**config.mk**
```make
export PLATFORM = sky130hd
export DESIGN_NAME = vu_level_tracker
export DESIGN_NICKNAME = d
export VERILOG_FILES = /design/src/rtl/vu_level_tracker.sv
export SDC_FILE = /design/constraint.sdc
export NUM_CORES = 1
export LEC_CHECK = 0
export ABC_AREA = 1
export CORE_UTILIZATION = 25
export DETAILED_ROUTE_END_ITERATION = 16
export SLEW_MARGIN = 20
export SYNTH_ARGS = -nofsm -noshare
export SYNTH_HDL_FRONTEND = slang
export SYNTH_SLANG_ARGS = --single-unit
```
**constraint.sdc**
```tcl
create_clock -name clk -period 1.9 [get_ports clk]
set_input_delay 0.285 -clock clk [delete_from_list [all_inputs] [get_ports clk]]
set_output_delay 0.285 -clock clk [all_outputs]
set_load 0.01 [all_outputs]
```
**src/rtl/vu_level_tracker.sv**
```systemverilog
// ---------------------------------------------------------------------------
// vu_level_tracker
//
// Peak-hold VU meter core fed by a UART byte stream of offset-binary audio
// samples. Each qualifying byte is converted to a 0..127 magnitude. If that
// magnitude is at least the current level, it becomes the new level. The
// level is held for HOLD_CYCLES clocks and then decays by one LSB every
// DECAY_CYCLES clocks until it reaches zero.
//
// Parameters
//   HOLD_CYCLES   clocks the peak is held after the last qualifying load (>=1)
//   DECAY_CYCLES  clocks per 1-LSB decrement while decaying (>=1)
//
// Ports
//   clk         system clock, all state changes on the rising edge
//   rst         asynchronous, active-high reset
//   valid       one-cycle strobe: data_in / format_err are meaningful
//   format_err  framing error qualifier for the byte strobed by valid
//   data_in     received sample, offset binary (128 = silence)
//   level       tracked peak magnitude, 0..127 (registered)
//   bar         thermometer LED drive, bar[i] = (level > 16*i)
//   clip        high while the held peak came from a full-scale sample
//   err_cnt     saturating count of bytes rejected for framing errors
// ---------------------------------------------------------------------------
module vu_level_tracker #(
   parameter int HOLD_CYCLES  = 1000,
   parameter int DECAY_CYCLES = 500
) (
   input  logic       clk,
   input  logic       rst,
   input  logic       valid,
   input  logic       format_err,
   input  logic [7:0] data_in,
   output logic [6:0] level,
   output logic [7:0] bar,
   output logic       clip,
   output logic [7:0] err_cnt
);

   // Both counters share one width, large enough for the longer interval.
   localparam int MAX_CYCLES = (HOLD_CYCLES > DECAY_CYCLES) ? HOLD_CYCLES : DECAY_CYCLES;
   localparam int CNT_W      = (MAX_CYCLES > 1) ? $clog2(MAX_CYCLES) : 1;

   localparam logic [CNT_W-1:0] HOLD_LOAD  = CNT_W'(HOLD_CYCLES - 1);
   localparam logic [CNT_W-1:0] DECAY_LOAD = CNT_W'(DECAY_CYCLES - 1);
   localparam logic [CNT_W-1:0] CNT_ONE    = CNT_W'(1);

   typedef enum logic [1:0] {
      ST_IDLE  = 2'd0,
      ST_HOLD  = 2'd1,
      ST_DECAY = 2'd2
   } state_t;

   state_t           state_reg;
   logic [6:0]       level_reg;
   logic             clip_reg;
   logic [7:0]       err_cnt_reg;
   logic [CNT_W-1:0] hold_cnt_reg;
   logic [CNT_W-1:0] decay_cnt_reg;

   logic [6:0]       mag;
   logic             sample_ok;
   logic             sample_err;
   logic             sample_load;

   // -----------------------------------------------------------------------
   // Sample magnitude.
   // Upper half: data_in - 128 is simply the low seven bits.
   // Lower half: 128 - data_in is the two's-complement negation of the low
   // seven bits. The only value that needs clamping is data_in = 0,
   // because 128 does not fit in seven bits.
   // -----------------------------------------------------------------------
   always_comb begin
      mag = 7'd0;
      if (data_in[7]) begin
         mag = data_in[6:0];
      end else if (data_in == 8'd0) begin
         mag = 7'd127;
      end else begin
         mag = 7'd0 - data_in[6:0];
      end
   end

   assign sample_ok  = valid && !format_err;
   assign sample_err = valid && format_err;

   // A load needs mag >= level. A zero magnitude never starts a hold: if
   // level is also zero, the meter stays idle. The comparison uses the
   // pre-decrement level, so a sample that ties the current level beats a
   // decay step on the same edge.
   assign sample_load = sample_ok && (mag != 7'd0) && (mag >= level_reg);

   // -----------------------------------------------------------------------
   // Tracker state machine plus registered outputs
   // -----------------------------------------------------------------------
   always_ff @(posedge clk or posedge rst) begin
      if (rst) begin
         state_reg     <= ST_IDLE;
         level_reg     <= 7'd0;
         clip_reg      <= 1'b0;
         err_cnt_reg   <= 8'd0;
         hold_cnt_reg  <= '0;
         decay_cnt_reg <= '0;
      end else begin
         // The framing-error counter is independent of the level path.
         if (sample_err && (err_cnt_reg != 8'hFF)) begin
            err_cnt_reg <= err_cnt_reg + 8'd1;
         end

         if (sample_load) begin
            level_reg     <= mag;
            clip_reg      <= (mag == 7'd127);
            hold_cnt_reg  <= HOLD_LOAD;
            decay_cnt_reg <= '0;
            state_reg     <= ST_HOLD;
         end else begin
            case (state_reg)
               ST_IDLE: begin
                  hold_cnt_reg  <= '0;
                  decay_cnt_reg <= '0;
               end

               // The counter is loaded with HOLD_CYCLES-1 and is seen at
               // zero on the HOLD_CYCLES-th edge after the load. That edge
               // hands over to decay.
               ST_HOLD: begin
                  if (hold_cnt_reg == '0) begin
                     decay_cnt_reg <= DECAY_LOAD;
                     state_reg     <= ST_DECAY;
                  end else begin
                     hold_cnt_reg <= hold_cnt_reg - CNT_ONE;
                  end
               end

               ST_DECAY: begin
                  if (decay_cnt_reg == '0) begin
                     // level is never zero in this state, so it cannot
                     // underflow. Any decrement takes it below full scale.
                     level_reg     <= level_reg - 7'd1;
                     clip_reg      <= 1'b0;
                     decay_cnt_reg <= DECAY_LOAD;
                     if (level_reg == 7'd1) begin
                        decay_cnt_reg <= '0;
                        state_reg     <= ST_IDLE;
                     end
                  end else begin
                     decay_cnt_reg <= decay_cnt_reg - CNT_ONE;
                  end
               end

               default: begin
                  state_reg     <= ST_IDLE;
                  level_reg     <= 7'd0;
                  clip_reg      <= 1'b0;
                  hold_cnt_reg  <= '0;
                  decay_cnt_reg <= '0;
               end
            endcase
         end
      end
   end

   // -----------------------------------------------------------------------
   // Thermometer drive, decoded from the level register only
   // -----------------------------------------------------------------------
   generate
      for (genvar gi = 0; gi < 8; gi++) begin : g_bar
         assign bar[gi] = ({1'b0, level_reg} > 8'(16 * gi));
      end
   endgenerate

   assign level   = level_reg;
   assign clip    = clip_reg;
   assign err_cnt = err_cnt_reg;

endmodule

```
==> flow_summary.yaml, run 1 <==
outcome:
  outcome: "finished with violations"
  violations: "negative setup slack"
clocking:
  clock_path_buffers: 2
  numCtsBuffers: 5
  cts_tree: "built"
  clock_latency_ps: 290
  clk_pin_slew_ps: 70
  cts_root_buffer: "clkbuf_16"
  holdBufCountCts: 0
  h-tree-depth: 2
  clkSinkCount: 38
placed_design:
  routabilityCongestion: 0.794
  pre_cts_slack_ps: -1090
  hpwl_um: 5180
  port_buffers: 35
power:
  power_mw: 6.43
  peakVddDrop_mv: 0.678
  power_density_nw_per_um2: 1420
  p_leak_nw: 2.21
logic_synthesis:
  avgSynthCellArea_um2: 7.75
  syn-cell-area_um2: 2960
  synth_edf_count: 0
  syn_inst: 382
  synth.yosys.warnings: 0
  async_flop_share_pct: 100
  synth_area_leader_cell: "dfrtp_1"
  yosys_most_used_dff: "dfrtp_1"
  ys_seq_area_share_pct: 32.1
  synth.top_cell.area_share_pct: 32.1
  synth.distinct_cells: 40
  syn_nets: 409
  synth_seq_cells: 38
  synth_area_leaders: "dfrtp_1, nand2_1, inv_1, ha_1, o21ai_2"
routing:
  wl_met2_um: 3920
  wl_met1_um: 3380
  wl_per_cell_um: 11.8
  vias: 2869
  top_layer_used: "met4"
  wl_met3_um: 185
  drc: 0
  drt_wl_total_um: 7660
  detail-route-antenna-nets: 0
  drtIter0Drc: 81
  drtPass1Iterations: 4
  viasPerCell: 4.41
finish:
  layout-drive-gt1-share_pct: 41.9
  area_growth_pct: 53.1
  diodes: 0
  fin_util_pct: 39.5
  nFillCells: 1118
  final_nets: 534
worst_setup_path:
  required_ps: 2120
  setup.worst_path.class: "input port to flip-flop"
  cp.arrival_ps: 2540
  crit_path_end_kind: "flip-flop"
  startpoint_type: "input port"
  worst-path-max-fanout: 7
sta:
  whs_ps: 431
  skew_ps: 7.92
  setup_viol: 33
  tightest_slew_ps: 511
  fin_tns_setup_ps: -10970
  timing.final.crit_share_pct: 122
  maxSlewHeadroom_pct: 65.9
  hold_violations: 0
  slew_violations: 0
  min_period_ps: 2320
  setup_ws_ps: -420
  fmax_ghz: 0.431
  rsz0062_at_grt: "true"
floorplanning:
  initial_utilization_pct: 25.8
  die_area_um2: 12300
  ios: 36
  coreArea_um2: 11500
  row_count: 39
  die_x_um: 111
  die_y_um: 111
global_route:
  grt_pass1_vias: 2901
  antenna_found_initial: 0
  grt_use_total_pct: 13.1
  grt_overflow: 0
  grt_start_max_net_pins: 39
  grt_pass1_wl_um: 13300
job:
  maxCapViolations: 0
hold_path:
  hp-class: "input port to asynchronous set/reset pin"
-- worst max-delay path: stages --
cell	delay (ps)
buf_6	70
clkinvlp_4	90
ha_4	190
a21oi_2	130
xor2_1	180
inv_2	70
nand2_4	70
ha_4	190
a21o_1	160
a21oi_2	90
nand2_1	80
nand2_2	70
nand2_4	60
nand2_8	90
nand2_8	60
buf_4	170
o21ai_0	250
nand2_1	140
o21ai_2	80
-- layer usage --
layer,global-route usage (%),vias to the layer above
met4,4.80,0
met3,2.24,12
met2,23.1,44
li1,-,1485
met1,15.9,1328
met5,0,-
-- cell type report --
class	instances	area (um^2)	area share [%]
Inverter	60	246	5.44
Tap cell	143	179	3.95
Multi-Input combinational cell	279	1950	43.1
Clock buffer	5	125	2.76
Sequential cell	38	951	21.0
Timing Repair Buffer	123	1030	22.8
Clock inverter	3	45.0	0.994
-- worst paths after layout --
check / slack (ps) / depth (start not counted) / to / startpoint
setup / recovery: -420 / 19 / level[4] / data_in[0]
hold / removal: 430 / 3 / err_cnt[0] / rst
setup reg to reg: -330 / 12 / hold_cnt_reg[7] / hold_cnt_reg[0]
hold reg to reg: 500 / 1 / err_cnt[7] / err_cnt[7]
max in group asynchronous: 1110 / 3 / hold_cnt_reg[0] / rst
min in group clk: 500 / 1 / err_cnt[7] / err_cnt[7]
-- placed cells by master, fill, tap and decap left out, drive strengths merged, types with 6 or more instances in the layout --
cell type	n
a21oi	11
buf	92
clkbuf	13
clkdlybuf4s50	19
dfrtp	38
ha	15
inv	58
nand2	85
nand3	34
nand4	6
nor2	41
nor3	6
o21ai	46
xnor2	6
xor2	18
-- cell families after synthesis --
kind of cell,after synthesis,share of synthesized area (%)
adder cells (fa/ha/maj),15,6.34
AND/OR/NAND/NOR,175,30.3
AO/OA/AOI/OAI,64,14.1
buffers and inverters,66,10.1
flip-flops,38,32.1
XOR/XNOR,24,7.10
-- report_power, final --
part           internal (mW)  leakage (nW)  switching, mW
logic                   1.92          1.64           2.20
clock network          0.620        0.0760          0.365
registers               1.09         0.491          0.242
total                   3.63          2.21           2.81
-- metrics by stage --
step | std cells | cell area [um^2]
final | 651 | 4530
after floorplan | 382 | 3040
after CTS | 649 | 4530
after global placement | 616 | 3980
after detailed placement | 616 | 3980
after global routing | 651 | 4530
-- what timing repair did --
item	4_1_cts	5_1_grt
pin swaps	27	19
hold endpoints to repair	0	0
gates cloned	4	0
gates resized for setup	66	31
setup endpoints to repair	38	38
buffers inserted	22	5
-- Yosys cell counts, types with 2 or more instances --
cell type / number
nor3_2: 2
dfrtp_1: 38
nor3_1: 4
nand3_2: 4
nor2_1: 35
nand2_4: 3
o21ai_1: 7
nand3_1: 28
o21ai_2: 18
nand4_1: 5
xor2_1: 18
nor2_4: 2
nand2_1: 64
xnor2_1: 6
nor2_2: 4
buf_6: 4
o21ai_0: 20
inv_4: 2
nand2_2: 17
a21oi_1: 11
inv_1: 52
ha_1: 15
a31oi_1: 2
inv_2: 5
Note: power is estimated with default switching activity, not from simulation.
==> run 2, diff against run 1 <==
clock period = 2.8 ns   (was 1.9 ns; I/O delays follow)
==> run 2 against run 1 <==
The flow now finishes without violations. Global-route usage shrank 1.0 points. Cell count down 5.2%. Non-clock buffer count decreased by 34. Power decreased by 38%. Critical path type unchanged. Critical endpoint is now level[2]. Largest power group unchanged. Highest routed layer unchanged.
==> flow_summary.yaml, run 2 (synthesis gave the netlist of run 1 again) <==
finish:
  layout-drive-gt1-share_pct: 29.7
  diodes: 0
  area_growth_pct: 41.9
  final_nets: 500
  layout_common_cells: "nand2_1, inv_1, buf_4"
  final_cells: 617
  fin_util_pct: 36.6
  nFillCells: 1128
  mostFrequentLayoutCell: "nand2_1"
global_route:
  grt_overflow: 0
  grt_pass1_vias: 2855
  grt_use_total_pct: 12.1
  use_met1_pct: 14.1
  antenna_found_initial: 0
  busiest_layer: "met2"
  grt_start_max_net_pins: 39
  grtUsageMet3_pct: 0.929
  met2_usage_pct: 22.9
  grt_pass1_wl_um: 12600
sta:
  tightest_slew_ps: 513
  whs_ps: 497
  maxSlewHeadroom_pct: 65.8
  min_period_ps: 2660
  rsz0062_at_grt: "true"
  skew_ps: 3.79
  slew_violations: 0
  timing.final.crit_share_pct: 95.0
  fmax_ghz: 0.376
  hold_violations: 0
  setup_viol: 0
  fin_tns_setup_ps: 0
routing:
  drc: 0
  drtPass1Iterations: 6
  viasPerCell: 4.43
  vias: 2736
  wl_per_cell_um: 11.3
  drtIter0Drc: 88
  detail-route-antenna-nets: 0
  drt_wl_total_um: 6960
clocking:
  holdBufCountCts: 0
  clock_path_buffers: 2
  clk_pin_slew_ps: 60
  cts_root_buffer: "clkbuf_16"
  clkSinkCount: 38
  numCtsBuffers: 5
  h-tree-depth: 2
  cts_tree: "built"
  clock_latency_ps: 280
placed_design:
  dp_cells: 582
  port_buffers: 35
  routabilityCongestion: 0.801
  hpwl_um: 5010
floorplanning:
  die_y_um: 111
  ios: 36
  initial_utilization_pct: 25.8
  row_count: 39
  coreArea_um2: 11500
  die_area_um2: 12300
  die_x_um: 111
job:
  maxCapViolations: 0
power:
  peakVddDrop_mv: 0.308
  power_density_nw_per_um2: 949
  p_leak_nw: 2.01
worst_setup_path:
  startpoint_type: "input port"
  worst-path-max-fanout: 4
  setup.worst_path.class: "input port to flip-flop"
  cp.arrival_ps: 2830
  required_ps: 2970
  crit_path_end_kind: "flip-flop"
outcome:
  outcome: "completed"
hold_path:
  hp-class: "flip-flop to flip-flop"
## run 2: cell type report
type	instances	area (um^2)	share of cell area, %
multi-input combinational	279	1810	43.1
sequential	38	951	22.6
timing repair buffer	89	856	20.4
inverter	60	235	5.60
tap	143	179	4.26
clock buffer	5	125	2.98
clock inverter	3	45.0	1.07
## run 2: worst paths after layout
path	from	end	slack, ps	depth (start not counted)
max	data_in[0]	level[2]	140	21
min	hold_cnt_reg[0]	hold_cnt_reg[0]	500	2
max reg2reg	hold_cnt_reg[0]	hold_cnt_reg[2]	420	12
min reg2reg	hold_cnt_reg[0]	hold_cnt_reg[0]	500	2
max in group asynchronous	rst	level[5]	1880	3
min in group asynchronous	rst	err_cnt[2]	560	3
## run 2: worst max-delay path, cell delays in order
cell	delay, ps
dlygate4sd2_1	240
inv_2	70
ha_4	180
nor2_4	50
xor2_2	180
nor2_4	140
inv_2	60
buf_4	120
buf_4	120
buf_4	120
buf_4	120
buf_4	120
buf_4	120
buf_4	120
buf_4	120
buf_4	120
buf_4	120
nand2_1	60
o21ai_0	80
nand2_1	80
o21ai_2	50
## run 2: per-layer routing
| metal | share of wire, % | routed length, um |
|---|---|---|
| met4 | 1.6 | 110 |
| met3 | 1.5 | 105 |
| met1 | 45 | 3140 |
| met5 | 0 | 0 |
| met2 | 52 | 3600 |
## run 2: timing repair
action                                 CTS  global route
gates cloned                             4             0
setup buffers                           21             2
gates resized for setup                 34             8
endpoints found under the hold margin    0             0
pin swaps                               16             8
setup endpoints to repair               29            29
## run 2: where the power goes
part | total (mW) | switching, mW | internal, mW
clock | 0.651 | 0.231 | 0.420
sequential | 0.951 | 0.212 | 0.739
combinational | 2.38 | 1.28 | 1.10
## run 2: per-stage QoR
stage               power (mW)  worst slack (ps)  cell area [um^2]
floorplan                 2.45               169              2960
global placement          3.03              -385              3660
detailed placement        3.05              -412              3660
CTS                       4.00              13.4              4170
global route              4.34             -14.0              4200
finish                    3.99               140              4200
